**src/rtl/sub_pkg.sv**
```systemverilog
`default_nettype none
// ============================================================================
// Module      : sub_pkg
// Description : Shared types and helpers for the bit-serial subtractor.
//               Holds the FSM state encoding and the bit-counter width
//               function used by serial_subtractor.
// Revision    : 1.0 - initial release
// ============================================================================
package sub_pkg;

    // FSM states: IDLE waits for start, RUN processes one bit per clock,
    // DONE flags the completed result for exactly one cycle.
    typedef enum logic [1:0] {
        IDLE = 2'd0,
        RUN  = 2'd1,
        DONE = 2'd2
    } state_e;

    // Width of the bit counter. The counter only has to reach W-1, so
    // $clog2(W) bits are enough; the guard keeps the width at least 1.
    function automatic int CW(input int w);
        return (w < 2) ? 1 : $clog2(w);
    endfunction

endpackage : sub_pkg
`default_nettype wire

```
**src/rtl/full_subtractor.sv**
```systemverilog
`default_nettype none
// ============================================================================
// Module      : full_subtractor
// Description : One-bit full subtractor cell, purely combinational, written
//               gate by gate to match the lab adder cells.
//                 d    = x ^ y ^ bin
//                 bout = (~x & y) | (~(x ^ y) & bin)
// Ports       : x_i    - minuend bit
//               y_i    - subtrahend bit
//               bin_i  - borrow in from the previous (less significant) bit
//               d_o    - difference bit
//               bout_o - borrow out to the next (more significant) bit
// Revision    : 1.0 - initial release
// ============================================================================
module full_subtractor (
    input  logic x_i,
    input  logic y_i,
    input  logic bin_i,
    output logic d_o,
    output logic bout_o
);

    logic w_x_xor_y;     // half-difference of the two operand bits
    logic w_not_x;
    logic w_borrow_gen;  // x=0, y=1: borrow generated by this bit alone
    logic w_xnor;
    logic w_borrow_prop; // x==y: incoming borrow passes straight through

    assign w_x_xor_y     = x_i ^ y_i;
    assign d_o           = w_x_xor_y ^ bin_i;

    assign w_not_x       = ~x_i;
    assign w_borrow_gen  = w_not_x & y_i;
    assign w_xnor        = ~w_x_xor_y;
    assign w_borrow_prop = w_xnor & bin_i;
    assign bout_o        = w_borrow_gen | w_borrow_prop;

endmodule : full_subtractor
`default_nettype wire

```
**src/rtl/serial_subtractor.sv**
```systemverilog
`default_nettype none
// ============================================================================
// Module      : serial_subtractor
// Description : Bit-serial two's-complement subtractor. Computes
//               diff = (a - b) mod 2^W one bit per clock, LSB first, through
//               a single full_subtractor cell and a registered borrow. A
//               start/done handshake sequences operations.
// Ports       : clk_i    - rising-edge clock
//               rst_ni   - asynchronous active-low reset
//               start_i  - request a subtraction (sampled only in IDLE)
//               a_i      - minuend, captured on the accepted start edge
//               b_i      - subtrahend, captured on the accepted start edge
//               busy_o   - high while bits are being processed
//               done_o   - one-cycle pulse; diff_o/bout_o valid from here on
//               diff_o   - a - b modulo 2^W, held until the next done
//               bout_o   - final unsigned borrow (1 when a < b)
// Parameters  : W        - operand/result width, legal range 2..16
// Revision    : 1.0 - initial release
// ============================================================================
module serial_subtractor
    import sub_pkg::*;
#(
    parameter int W = 4
) (
    input  logic         clk_i,
    input  logic         rst_ni,
    input  logic         start_i,
    input  logic [W-1:0] a_i,
    input  logic [W-1:0] b_i,
    output logic         busy_o,
    output logic         done_o,
    output logic [W-1:0] diff_o,
    output logic         bout_o
);

    localparam int                  CNT_W    = CW(W);
    localparam logic [CNT_W-1:0]    CNT_LAST = CNT_W'(W - 1);
    localparam logic [CNT_W-1:0]    CNT_ONE  = CNT_W'(1);

    // ------------------------------------------------------------------------
    // State and datapath registers
    // ------------------------------------------------------------------------
    state_e           state_q, state_d;
    logic [W-1:0]     sa_q, sa_d;      // minuend shift register
    logic [W-1:0]     sb_q, sb_d;      // subtrahend shift register
    logic [W-1:0]     sr_q, sr_d;      // result shift register
    logic             br_q, br_d;      // running borrow between bits
    logic [CNT_W-1:0] cnt_q, cnt_d;    // index of the bit being processed

    // Output registers kept apart from the shift registers so the outputs
    // never expose a partially shifted result.
    logic [W-1:0]     diff_q, diff_d;
    logic             bout_q, bout_d;
    logic             busy_q, busy_d;
    logic             done_q, done_d;

    // ------------------------------------------------------------------------
    // Single full-subtractor cell working on the current LSBs
    // ------------------------------------------------------------------------
    logic w_d;
    logic w_bnext;

    full_subtractor u_fs (
        .x_i    (sa_q[0]),
        .y_i    (sb_q[0]),
        .bin_i  (br_q),
        .d_o    (w_d),
        .bout_o (w_bnext)
    );

    // Result register after this cycle's bit is shifted in at the MSB.
    logic [W-1:0] w_sr_shifted;
    assign w_sr_shifted = {w_d, sr_q[W-1:1]};

    // ------------------------------------------------------------------------
    // Sequential process
    // ------------------------------------------------------------------------
    always_ff @(posedge clk_i or negedge rst_ni) begin
        if (!rst_ni) begin
            state_q <= IDLE;
            sa_q    <= '0;
            sb_q    <= '0;
            sr_q    <= '0;
            br_q    <= 1'b0;
            cnt_q   <= '0;
            diff_q  <= '0;
            bout_q  <= 1'b0;
            busy_q  <= 1'b0;
            done_q  <= 1'b0;
        end else begin
            state_q <= state_d;
            sa_q    <= sa_d;
            sb_q    <= sb_d;
            sr_q    <= sr_d;
            br_q    <= br_d;
            cnt_q   <= cnt_d;
            diff_q  <= diff_d;
            bout_q  <= bout_d;
            busy_q  <= busy_d;
            done_q  <= done_d;
        end
    end

    // ------------------------------------------------------------------------
    // Next-state and datapath logic. busy/done are computed for the state
    // being entered so that they come straight out of flops.
    // ------------------------------------------------------------------------
    always_comb begin
        state_d = state_q;
        sa_d    = sa_q;
        sb_d    = sb_q;
        sr_d    = sr_q;
        br_d    = br_q;
        cnt_d   = cnt_q;
        diff_d  = diff_q;
        bout_d  = bout_q;
        busy_d  = 1'b0;
        done_d  = 1'b0;

        case (state_q)
            IDLE: begin
                if (start_i) begin
                    sa_d    = a_i;
                    sb_d    = b_i;
                    sr_d    = '0;
                    br_d    = 1'b0;
                    cnt_d   = '0;
                    state_d = RUN;
                    busy_d  = 1'b1;
                end
            end

            RUN: begin
                sa_d = {1'b0, sa_q[W-1:1]};
                sb_d = {1'b0, sb_q[W-1:1]};
                sr_d = w_sr_shifted;
                br_d = w_bnext;
                if (cnt_q == CNT_LAST) begin
                    // Last bit: publish the complete result, including the
                    // bit produced in this very cycle.
                    cnt_d   = '0;
                    diff_d  = w_sr_shifted;
                    bout_d  = w_bnext;
                    state_d = DONE;
                    done_d  = 1'b1;
                end else begin
                    cnt_d   = cnt_q + CNT_ONE;
                    busy_d  = 1'b1;
                end
            end

            DONE: begin
                // A start seen here is deliberately dropped; the requester
                // must still be asserting it in the following IDLE cycle.
                state_d = IDLE;
            end

            default: begin
                state_d = IDLE;
            end
        endcase
    end

    assign busy_o = busy_q;
    assign done_o = done_q;
    assign diff_o = diff_q;
    assign bout_o = bout_q;

endmodule : serial_subtractor
`default_nettype wire

```
**config.mk**
```make
export PLATFORM = sky130hd
export DESIGN_NAME = serial_subtractor
export DESIGN_NICKNAME = d
export VERILOG_FILES = /design/src/rtl/sub_pkg.sv /design/src/rtl/full_subtractor.sv /design/src/rtl/serial_subtractor.sv
export SDC_FILE = /design/constraint.sdc
export NUM_CORES = 1
export LEC_CHECK = 0
export BUFFER_PORTS_ARGS = -buffer_cell sky130_fd_sc_hd__clkbuf_2
export CAP_MARGIN = 20
export CORE_ASPECT_RATIO = 2
export CORE_MARGIN = 2
export CORE_UTILIZATION = 35
export CTS_BUF_LIST = sky130_fd_sc_hd__clkbuf_16
export CTS_CLUSTER_DIAMETER = 30
export DETAILED_ROUTE_END_ITERATION = 10
export SLEW_MARGIN = 40
export SYNTH_ARGS = -nofsm -noshare
export SYNTH_HDL_FRONTEND = slang
export SYNTH_SLANG_ARGS = --single-unit
```
**constraint.sdc**
```tcl
create_clock -name clk_i -period 1.7 [get_ports clk_i]
set_input_delay 0.255 -clock clk_i [delete_from_list [all_inputs] [get_ports clk_i]]
set_output_delay 0.255 -clock clk_i [all_outputs]
set_load 0.005 [all_outputs]
```
Word level (Yosys, flattened, before mapping)
Index checks and enable logic that the tools add are counted.

storage, ports and cells
  register bits = 24
  bits of input ports = 11
  logic and storage cells = 46

operators by class
  add/sub/neg operators = 1
  equality and inequality tests = 4
  multiplexer cells = 19
  bitwise operators = 7
  reductions and logical operators = 5

operators with widths
  operator                                             number
  case mux 4 bit (2 select lines)                      3
  two-way mux 4 bit                                    3
  two-way mux 2 bit                                    4
  case mux 2 bit (2 select lines)                      2
  AND reduction 2 bit                                  3
  two-way mux 1 bit                                    5
  inequality test 2 bit, second input constant         2
  case mux 1 bit (2 select lines)                      2
  adder 2 x 1 -> 2 bit, second input constant          1
  AND 1 bit                                            2
  equality test 2 x 1 -> 1 bit, second input constant  1
  equality test 2 bit, second input constant           1
  zero test 2 bit                                      1
  inverter 1 bit                                       2
  nonzero test 2 bit                                   1
  bitwise XOR 1 bit                                    2
  bitwise OR 1 bit                                     1

Longest topological paths before layout
Gate-level depths: netlist (run 1).

  depth after elaboration = 5
  gate-level depth with buffers = 4

Hierarchy
A second synthesis (run 1) with hierarchy kept.

second synthesis, totals
  cells, all modules = 79
  area total of the unflattened synthesis = 994.7 um2

modules (own cells, without submodules)
  module             instances  cells an instance  area an instance (um2)  sequential area each (um2)
  serial_subtractor  1          75                 963.4                   575.6
  full_subtractor    1          4                  31.3                    0.0

Least setup slack after synthesis (run 1)
No wires, ideal clock.

  kind = register to register
  start = reg cnt_q[0]
  end = reg bout_q, in the netlist bout_o
  data arrival time = 1,091 ps
  path slack = 484 ps
  stages on the path, launching flop included = 4
  period minus slack after synthesis = 1,216 ps
  cell sequence = dfrtp_1 > ha_1 > nand3b_2 > mux2_2

between the ends
  longest elaborated chain between the ends = 2

RTL lines
  element                               RTL line                  RTL
  start: declaration                    serial_subtractor.sv:48   logic [CNT_W-1:0] cnt_q, cnt_d;
  start signal: assignment              serial_subtractor.sv:96   cnt_q <= cnt_d;
  equality test 2 bit                   serial_subtractor.sv:138  if (cnt_q == CNT_LAST) begin
  AND reduction 2 bit (no source line)  --
  end signal: assignment                serial_subtractor.sv:98   bout_q <= bout_d;
  end: declaration                      serial_subtractor.sv:53   logic bout_q, bout_d;

No other way between the ends.
A chain may end at the register's enable or synchronous reset.

Worst setup path in the final report (run 1)
  start = reg cnt_q[0]
  end = reg diff_q[2], in the netlist diff_o[2]

between the ends
  longest elaborated chain between the ends = 2

RTL lines
  element                               RTL line                  RTL
  equality test 2 bit                   serial_subtractor.sv:138
  AND reduction 2 bit (no source line)  --
  end signal: assignment                serial_subtractor.sv:97   diff_q <= diff_d;
  end: declaration                      serial_subtractor.sv:52   logic [W-1:0] diff_q, diff_d;

No other way between the ends.

==> results of run 1 <==
## registers in the layout, summed over array words and instances (netlist names)
| signal | count |
|---|---|
| diff_o | 4 |
| sa_q | 4 |
| sb_q | 4 |
| sr_q | 3 |
| cnt_q | 2 |
| state_q | 2 |
| bout_o | 1 |
| br_q | 1 |
| busy_o | 1 |
| done_o | 1 |
## routing by layer
| metal | wire [um] | vias up |
|---|---|---|
| met5 | 0 | - |
| met4 | 39 | 0 |
| met3 | 83 | 4 |
| met2 | 947 | 17 |
| met1 | 725 | 343 |
| li1 | - | 312 |
## metrics by stage
stage | std cells | setup WS (ns) | total power, mW | hold slack (ns)
floorplan | 78 | 0.4840 | 1.552 | -0.04059
global placement | 122 | 0.2486 | 1.726 | 0.2720
detailed placement | 122 | 0.3811 | 1.765 | 0.2747
CTS | 126 | 0.3713 | 2.268 | 0.001421
global route | 126 | 0.3222 | 2.394 | 0.03369
finish | 126 | 0.3793 | 2.234 | -0.02180
## layout by cell type (no fill, tap or decap), types with 2 or more instances in the layout
cell	instances
a22o_1	6
nor2_1	6
dfrtp_1	23
nor2b_1	2
buf_4	3
inv_1	13
mux2_2	5
clkbuf_2	17
clkbuf_16	3
a222oi_1	5
o21a_1	2
## area by class of cell
type	count	area [um^2]	area share, %
timing repair buffer	20	107.6	9.129
clock inverter	1	3.754	0.3185
multi-input combinational	38	335.3	28.45
inverter	12	45.04	3.822
clock buffer	3	75.07	6.369
tap	29	36.28	3.079
sequential	23	575.6	48.83
## power breakdown
part	total [mW]	switching (mW)	internal, mW
logic	0.833	0.402	0.431
clock network	0.489	0.176	0.313
registers	0.912	0.120	0.792
total	2.23	0.698	1.54
## worst paths after layout
check | to | from | slack (ns) | depth (start not counted)
min in group clk_i | sb_q[3] | b_i[3] | 0.26 | 2
max | diff_o[2] | cnt_q[0] | 0.38 | 3
max in group asynchronous | sb_q[1] | rst_ni | 1.35 | 1
min reg2reg | sr_q[1] | sr_q[1] | 0.50 | 1
max reg2reg | diff_o[2] | cnt_q[0] | 0.38 | 3
min | diff_o[0] | rst_ni | -0.02 | 1
## cell families (layout without fill, tap and decap cells)
family	count (synthesis)	in the layout	synth area share, %
flip-flops	23	23	58.08
multiplexers	5	5	5.681
AND/OR/NAND/NOR	14	14	9.216
adder cells (fa/ha/maj)	2	2	3.283
AO/OA/AOI/OAI	17	17	15.28
buffers and inverters	17	36	8.459
==> results.json, run 1 <==
{
  "avgSynthCellArea_um2": 12.70,
  "port_buffers": 17,
  "grt_max_degree": 24,
  "ys_top_cells_by_count": "dfrtp_1 (23), inv_1 (12), a22o_1 (6), nor2_1 (6)",
  "path_cells": "ha_1 > nand3b_2 > mux2_2",
  "timing.fmax_ghz": 0.7572,
  "maxCapViolCount": 0,
  "worstSetupStartpointType": "flip-flop",
  "drt_iter0_markers": 19,
  "fillers": 270,
  "htree_levels": 1,
  "post-cts-setup-buffers": 0,
  "syn-cell-area_um2": 991.0,
  "synth_top_area_cell": "dfrtp_1",
  "syn2layout_area_growth_pct": 18.94,
  "gp_congestion": 0.6898,
  "cp.arrival_ns": 1.46,
  "diodes": 0,
  "first_pass_iters": 4,
  "grt_pass1_wl_um": 3153,
  "fin_nets": 111,
  "core_mm2": 0.002736,
  "cts_sinks": 23,
  "clock_insertion_delay_worst_skew_ns": 0.25,
  "ctsHoldBuffers": 0,
  "cp.required_ns": 1.84,
  "first_global_vias": 723,
  "postPlaceCellArea_mm2": 0.001100,
  "slowest_delay_ns": 0.40,
  "fin_crit_sh_pct": 77.69,
  "p_leak_nw": 0.6038,
  "ctsLongestPathBuffers": 2,
  "outcome": "finished, violations left",
  "synthFlopType": "dfrtp_1",
  "critical_path.max_fanout": 7,
  "antenna_found_initial": 0,
  "grt-ovfl-total": 0,
  "clkTransAtPathRegs_ns": 0.06,
  "post_cts_resized": 0,
  "vias_per_cell": 5.365,
  "async_flop_share_pct": 100.0,
  "failed_checks": "hold timing",
  "path_delay_family": "flip-flops",
  "worst_pin_slew_ns": 0.5838,
  "ant_nets": 0,
  "vias": 676,
  "io-pin-count": 18,
  "busiest_layer": "met2",
  "synth_seq_cells": 23,
  "synth_area_leaders": "dfrtp_1 (58%), mux2_2 (5.7%), a22o_1 (5.3%)",
  "final_util_pct": 43.07,
  "cts-root-buf": "clkbuf_16",
  "min_period_ns": 1.321,
  "hold_violations": 23,
  "crit_buf_inv": 0,
  "rows": 27,
  "cts_tree": "built",
  "syn_inst": 78,
  "crit_path_end_kind": "flip-flop",
  "critPathSlowestCell": "dfrtp_1",
  "use_met3_pct": 2.727,
  "cts_buffers": 3,
  "ys_types": 24,
  "maxSlewHeadroom_pct": 61.05,
  "dieArea_mm2": 0.003299,
  "hold_path_class": "in -> async",
  "yosys_warnings": 0,
  "finalMaxSlewViolations": 0,
  "fin_skew_ns": 0.003724,
  "grt_usage_pct": 12.44,
  "yosysTopAreaCellShare_pct": 58.08,
  "dpl.hpwl_um": 1334,
  "peakVddDrop_v": 0.0008884,
  "met1_usage_pct": 13.86,
  "start_util_pct": 36.21,
  "grtUsageMet2_pct": 20.47,
  "crit_type": "reg -> reg",
  "totalWireLength_um": 1795,
  "ys_seq_area_share_pct": 58.08,
  "drc": 0,
  "synth_edf_count": 0,
  "finalSetupViolCount": 0,
  "rsz0062_at_grt": "no",
  "power.density_mw_per_mm2": 1895,
  "synth.net_count": 91,
  "hold_ws_ns": -0.02180,
  "wl_per_cell_um": 14.25,
  "yosysMostFrequentCell": "dfrtp_1",
  "fin_area_mm2": 0.001179,
  "layout-drive-gt1-share_pct": 31.96,
  "die_y_um": 79.25,
  "fp.dieW_um": 41.63,
  "tns_ns": 0
}
Power figures use the tool's default switching activity.
==> run 2, diff against run 1 <==
Settings changed: ABC_AREA set to 1.
Clock period 1.7 ns to 1.3 ns, I/O delays scaled along.
==> run 2 against run 1 <==
Against the previous run:
- cell count rose by 33%
- the run now ends clean
- critical path type unchanged
- synthesized cell count rose by 50%
- highest routed layer unchanged
- worst hold slack improved by 0.18 ns
==> results.json, run 2 <==
{
  "setup_ws_ns": 0.1524,
  "rows": 28,
  "dpl.hpwl_um": 1396,
  "synth_top_area_cell": "dfrtp_1",
  "timing.fmax_ghz": 0.8714,
  "cts_sinks": 23,
  "synth_fa_ha_area_share_pct": 2.999,
  "critical_path.max_fanout": 2,
  "power.density_mw_per_mm2": 2464,
  "synthFlopType": "dfrtp_1",
  "final_cell_mix": "nand2_1 (38), dfrtp_1 (23), inv_1 (21)",
  "synthMuxAreaShare_pct": 0,
  "finalSetupViolCount": 0,
  "first_global_vias": 750,
  "async_flop_share_pct": 100.0,
  "clock_insertion_delay_worst_skew_ns": 0.25,
  "ys_types": 15,
  "crit_type": "reg -> reg",
  "power_frac_clock_pct": 20.5,
  "grt_max_degree": 24,
  "htree_levels": 1,
  "worst_pin_slew_ns": 0.5718,
  "fp.dieW_um": 43.37,
  "avgSynthCellArea_um2": 9.272,
  "core_mm2": 0.002943,
  "cts_tree": "built",
  "start_util_pct": 36.86,
  "synthSimpleGateAreaFrac_pct": 23.76,
  "gp_congestion": 0.7555,
  "vias_per_cell": 4.607,
  "maxSlewHeadroom_pct": 61.88,
  "vias": 774,
  "dpl_worst_slack_ns": 0.1490,
  "combPwrFrac_pct": 40.7,
  "maxCapViolCount": 0,
  "peakVddDrop_v": 0.001022,
  "hold_path_class": "in -> reg",
  "cp.required_ns": 1.49,
  "grt_pass1_wl_um": 3305,
  "ys_top_cells_by_count": "nand2_1 (38), dfrtp_1 (23), inv_1 (20)",
  "first_pass_iters": 4,
  "ctsLongestPathBuffers": 2,
  "clkTransAtPathRegs_ns": 0.06,
  "post_cts_resized": 0,
  "fin_crit_sh_pct": 88.28,
  "fillers": 297,
  "grt-ovfl-total": 0,
  "ant_nets": 0,
  "p_int_mw": 1.973,
  "power_switching_mw": 1.184,
  "port_buffers": 17,
  "post-cts-setup-buffers": 0,
  "dieArea_mm2": 0.003588,
  "drt_iter0_markers": 12,
  "ys_seq_area_share_pct": 53.06,
  "min_period_ns": 1.148,
  "layout-drive-gt1-share_pct": 28.26,
  "cp.arrival_ns": 1.33,
  "crit_path_end_kind": "flip-flop",
  "cts_buffers": 3,
  "synth_seq_cells": 23,
  "syn2layout_area_growth_pct": 18.11,
  "io-pin-count": 18,
  "synth_xor_area_share_pct": 0,
  "p_leak_nw": 0.7112,
  "hold_violations": 0,
  "syn_inst": 117,
  "diodes": 0,
  "syn-cell-area_mm2": 0.001085,
  "fin_nets": 152,
  "finalMaxSlewViolations": 0,
  "pwr-share-seq_pct": 38.8,
  "drc": 0,
  "synth_area_leaders": "dfrtp_1 (53%), nand2_1 (13%), o21ai_2 (8.9%)",
  "final_util_pct": 43.54,
  "worstSetupStartpointType": "flip-flop",
  "yosys_warnings": 0,
  "fin_skew_ns": 0.001413,
  "synth_top_family_by_area": "simple AND/OR/NAND/NOR gates",
  "yosysTopAreaCellShare_pct": 53.06,
  "switching_share_pct": 37.50,
  "outcome": "finished, final reports clean",
  "synth_edf_count": 0,
  "grt_usage_pct": 12.50,
  "totalWireLength_um": 1855,
  "rsz0062_at_grt": "no",
  "synth_compound_area_share_pct": 9.343,
  "final_common_cell": "nand2_1",
  "yosysMostFrequentCell": "nand2_1",
  "wl_per_cell_um": 11.04,
  "cts-root-buf": "clkbuf_16",
  "antenna_found_initial": 0,
  "die_y_um": 82.73,
  "synth.net_count": 130,
  "tns_ns": 0
}
run 2: cell count changes after synthesis, moves of 2 or more:
| cell | delta |
|---|---|
| nand2_1 | +37 |
| nand3_1 | +12 |
| o21ai_2 | +11 |
| inv_1 | +8 |
| a22o_1 | -6 |
| nor2_1 | -6 |
| a222oi_1 | -5 |
| mux2_2 | -5 |
| inv_4 | +2 |
| nand2_4 | +2 |
| nor2b_1 | -2 |
| o21a_1 | -2 |
run 2: path summary, 6_finish.rpt:
path,cells past startpoint,to,start,slack [ns]
hold reg to reg,2,sb_q[2],sb_q[2],0.48
max in group asynchronous,2,bout_o,rst_ni,0.46
setup reg to reg,4,sr_q[3],sb_q[0],0.15
setup / recovery,4,sr_q[3],sb_q[0],0.15
min in group asynchronous,2,sr_q[1],rst_ni,0.46
hold / removal,3,sb_q[3],b_i[3],0.16
run 2: power by group through the flow:
stage	Sequential, mW	Combinational, mW	Clock, mW
global route	1.26	1.47	0.705
global placement	1.23	1.29	0
detailed placement	1.24	1.32	0
CTS	1.23	1.33	0.669
finish	1.22	1.29	0.647
floorplan	1.20	1.04	0
run 2: cell type report:
class | instances | area, um^2 | area share [%]
clock buffers | 3 | 75.07 | 5.859
clock inverters | 1 | 3.754 | 0.2930
well taps | 30 | 37.54 | 2.930
repair buffers | 20 | 110.1 | 8.594
flip-flops and latches | 23 | 575.6 | 44.92
multi-input cells | 69 | 391.6 | 30.57
inverters | 22 | 87.58 | 6.836
run 2: worst max-delay path: stages, from the launching register on:
cell	delay, ns
dfrtp_1	0.35
inv_1	0.06
fa_1	0.55
nand2_1	0.07
o21ai_2	0.05
run 2: kinds of logic after synthesis:
logic type               Yosys count
buffers and inverters             25
AO/OA/AOI/OAI                     12
flip-flops                        23
adder cells (fa/ha/maj)            2
AND/OR/NAND/NOR                   55
run 2: per-stage QoR:
step	cell area [um^2]	std cells	total power, mW	hold WS [ns]
2_1_floorplan	1085	117	2.237	-0.1006
3_3_place_gp	1192	163	2.516	0.2174
3_5_place_dp	1192	163	2.561	0.2256
4_1_cts	1281	168	3.224	0.1578
5_1_grt	1281	168	3.438	0.1731
6_report	1281	168	3.157	0.1595
run 2: layer usage:
layer / routed length (um) / global-route usage, % / up-vias
met2: 979 / 22.24 / 17
met5: 0 / 0 / -
li1: - / - / 398
met3: 67 / 2.174 / 5
met4: 57 / 7.273 / 0
met1: 750 / 13.46 / 354
run 2: timing repair:
action	4_1_cts	5_1_grt
setup endpoints to repair	0	0
hold endpoints to repair	23	0
hold buffers	1	0
==> run 3, diff against run 2 <==
Settings changed: CTS_BUF_LIST sky130_fd_sc_hd__clkbuf_16 to sky130_fd_sc_hd__clkbuf_8, SLEW_MARGIN 40 to unset.
==> run 3 against run 2 <==
Against the previous run:
- routed wire length fell by 0.22%
- first-iteration DRC count rose by 25%
- clock power shrank 34%
- cell area decreased by 2.6%
- critical path depth rose by 1
- fmax shrank 0.15%
- critical path type unchanged
- highest routed layer unchanged
==> results.json, run 3 (same netlist as run 2, synthesis figures left out) <==
{
  "worstSetupStartpointType": "flip-flop",
  "cts_buffers": 3,
  "fin_nets": 152,
  "vias_per_cell": 4.571,
  "gp_congestion": 0.7555,
  "syn2layout_area_growth_pct": 14.99,
  "finalMaxSlewViolations": 0,
  "final_cell_mix": "nand2_1 (38), dfrtp_1 (23), inv_1 (21)",
  "ctsLongestPathBuffers": 2,
  "final_util_pct": 42.39,
  "hold_path_class": "in -> reg",
  "core_mm2": 0.002943,
  "clkTransAtPathRegs_ns": 0.08,
  "die_y_um": 82.73,
  "htree_levels": 1,
  "fillers": 304,
  "power.total_mw": 2.941,
  "final_common_cell": "nand2_1",
  "cp.arrival_ns": 1.31,
  "fin_crit_sh_pct": 88.41,
  "p_leak_nw": 0.6958,
  "vias": 768,
  "hold_violations": 0,
  "worst_pin_slew_ns": 0.5710,
  "grt_pass1_wl_um": 3256,
  "port_buffers": 17,
  "rows": 28,
  "first_global_vias": 736,
  "ant_nets": 0,
  "setup_ws_ns": 0.1507,
  "diodes": 0,
  "first_pass_iters": 4,
  "post-cts-setup-buffers": 0,
  "fp.dieW_um": 43.37,
  "antenna_found_initial": 0,
  "fin_skew_ns": 0.002391,
  "timing.fmax_ghz": 0.8701,
  "finalSetupViolCount": 0,
  "grt_max_degree": 24,
  "critical_path.max_fanout": 11,
  "grt_usage_pct": 12.37,
  "totalWireLength_um": 1851,
  "tns_ns": 0,
  "cts_sinks": 23,
  "power.density_mw_per_mm2": 2358,
  "wl_per_cell_um": 11.02,
  "cts-root-buf": "clkbuf_8",
  "dieArea_mm2": 0.003588,
  "dpl.hpwl_um": 1396,
  "start_util_pct": 36.86,
  "cp.required_ns": 1.46,
  "multi_input_area_um2": 391.6,
  "min_period_ns": 1.149,
  "postPlaceCellArea_mm2": 0.001192,
  "dpl_worst_slack_ns": 0.1490,
  "regArea_um2": 575.6,
  "fin_area_mm2": 0.001247,
  "io-pin-count": 18,
  "drc": 0,
  "crit_type": "reg -> reg",
  "crit_path_end_kind": "flip-flop",
  "maxSlewHeadroom_pct": 61.93,
  "clock_insertion_delay_worst_skew_ns": 0.26,
  "drt_iter0_markers": 15,
  "outcome": "finished, final reports clean",
  "grt-ovfl-total": 0,
  "post_cts_resized": 0,
  "peakVddDrop_v": 0.0009373,
  "layout-drive-gt1-share_pct": 28.26,
  "rsz0062_at_grt": "no",
  "maxCapViolCount": 0,
  "cts_tree": "built"
}
-- run 3: changes by cell type in the layout (fill, tap and decap cells not counted) --
cell,delta
clkbuf_8,+3
clkbuf_16,-3
-- run 3: final timing paths --
| check | start | end | slack, ns | cells after the start |
|---|---|---|---|---|
| worst min register to register | sb_q[2] | sb_q[2] | 0.48 | 2 |
| max in group asynchronous | rst_ni | bout_o | 0.47 | 2 |
| worst max-delay path | cnt_q[0] | diff_o[3] | 0.15 | 5 |
| min in group asynchronous | rst_ni | busy_o | 0.45 | 2 |
| worst max register to register | cnt_q[0] | diff_o[3] | 0.15 | 5 |
| worst min-delay path | a_i[3] | sa_q[3] | 0.15 | 3 |
-- run 3: critical path: stages, from the launching register on --
cell and delay, ns:
dfrtp_1 0.41, ha_1 0.23, nand2_2 0.21, inv_1 0.09, nand2_1 0.06, nand2_1 0.04
-- run 3: final cells by class --
class / instances / area share [%]
sequential: 23 / 46.14
multi-input combinational: 69 / 31.39
timing repair buffer: 20 / 8.826
inverter: 22 / 7.021
clock buffer: 3 / 3.310
tap: 30 / 3.009
clock inverter: 1 / 0.3009
-- run 3: routing by layer --
| metal | share of wire [%] | wire (um) | vias up | GRT usage [%] |
|---|---|---|---|---|
| met1 | 40 | 746 | 348 | 13.60 |
| met3 | 3.7 | 68 | 5 | 2.174 |
| met5 | 0 | 0 | - | 0 |
| li1 | - | - | 398 | - |
| met4 | 3.0 | 55 | 0 | 7.273 |
| met2 | 53 | 980 | 17 | 21.64 |
-- run 3: through the flow --
stage / hold WS, ns / std cells
after global routing: 0.1530 / 168
final: 0.1456 / 168
after global placement: 0.2174 / 163
after CTS: 0.1421 / 168
after floorplan: -0.1006 / 117
after detailed placement: 0.2256 / 163
-- run 3: power breakdown --
group	internal (mW)	total, mW	switching [mW]
sequential	1.03	1.22	0.186
combinational	0.526	1.29	0.763
clock	0.211	0.430	0.219
total	1.77	2.94	1.17
-- run 3: timing repair --
action                                  CTS  global route
endpoints found under the hold margin    23             0
hold buffers                              1             0
endpoints found under the setup margin    0             0
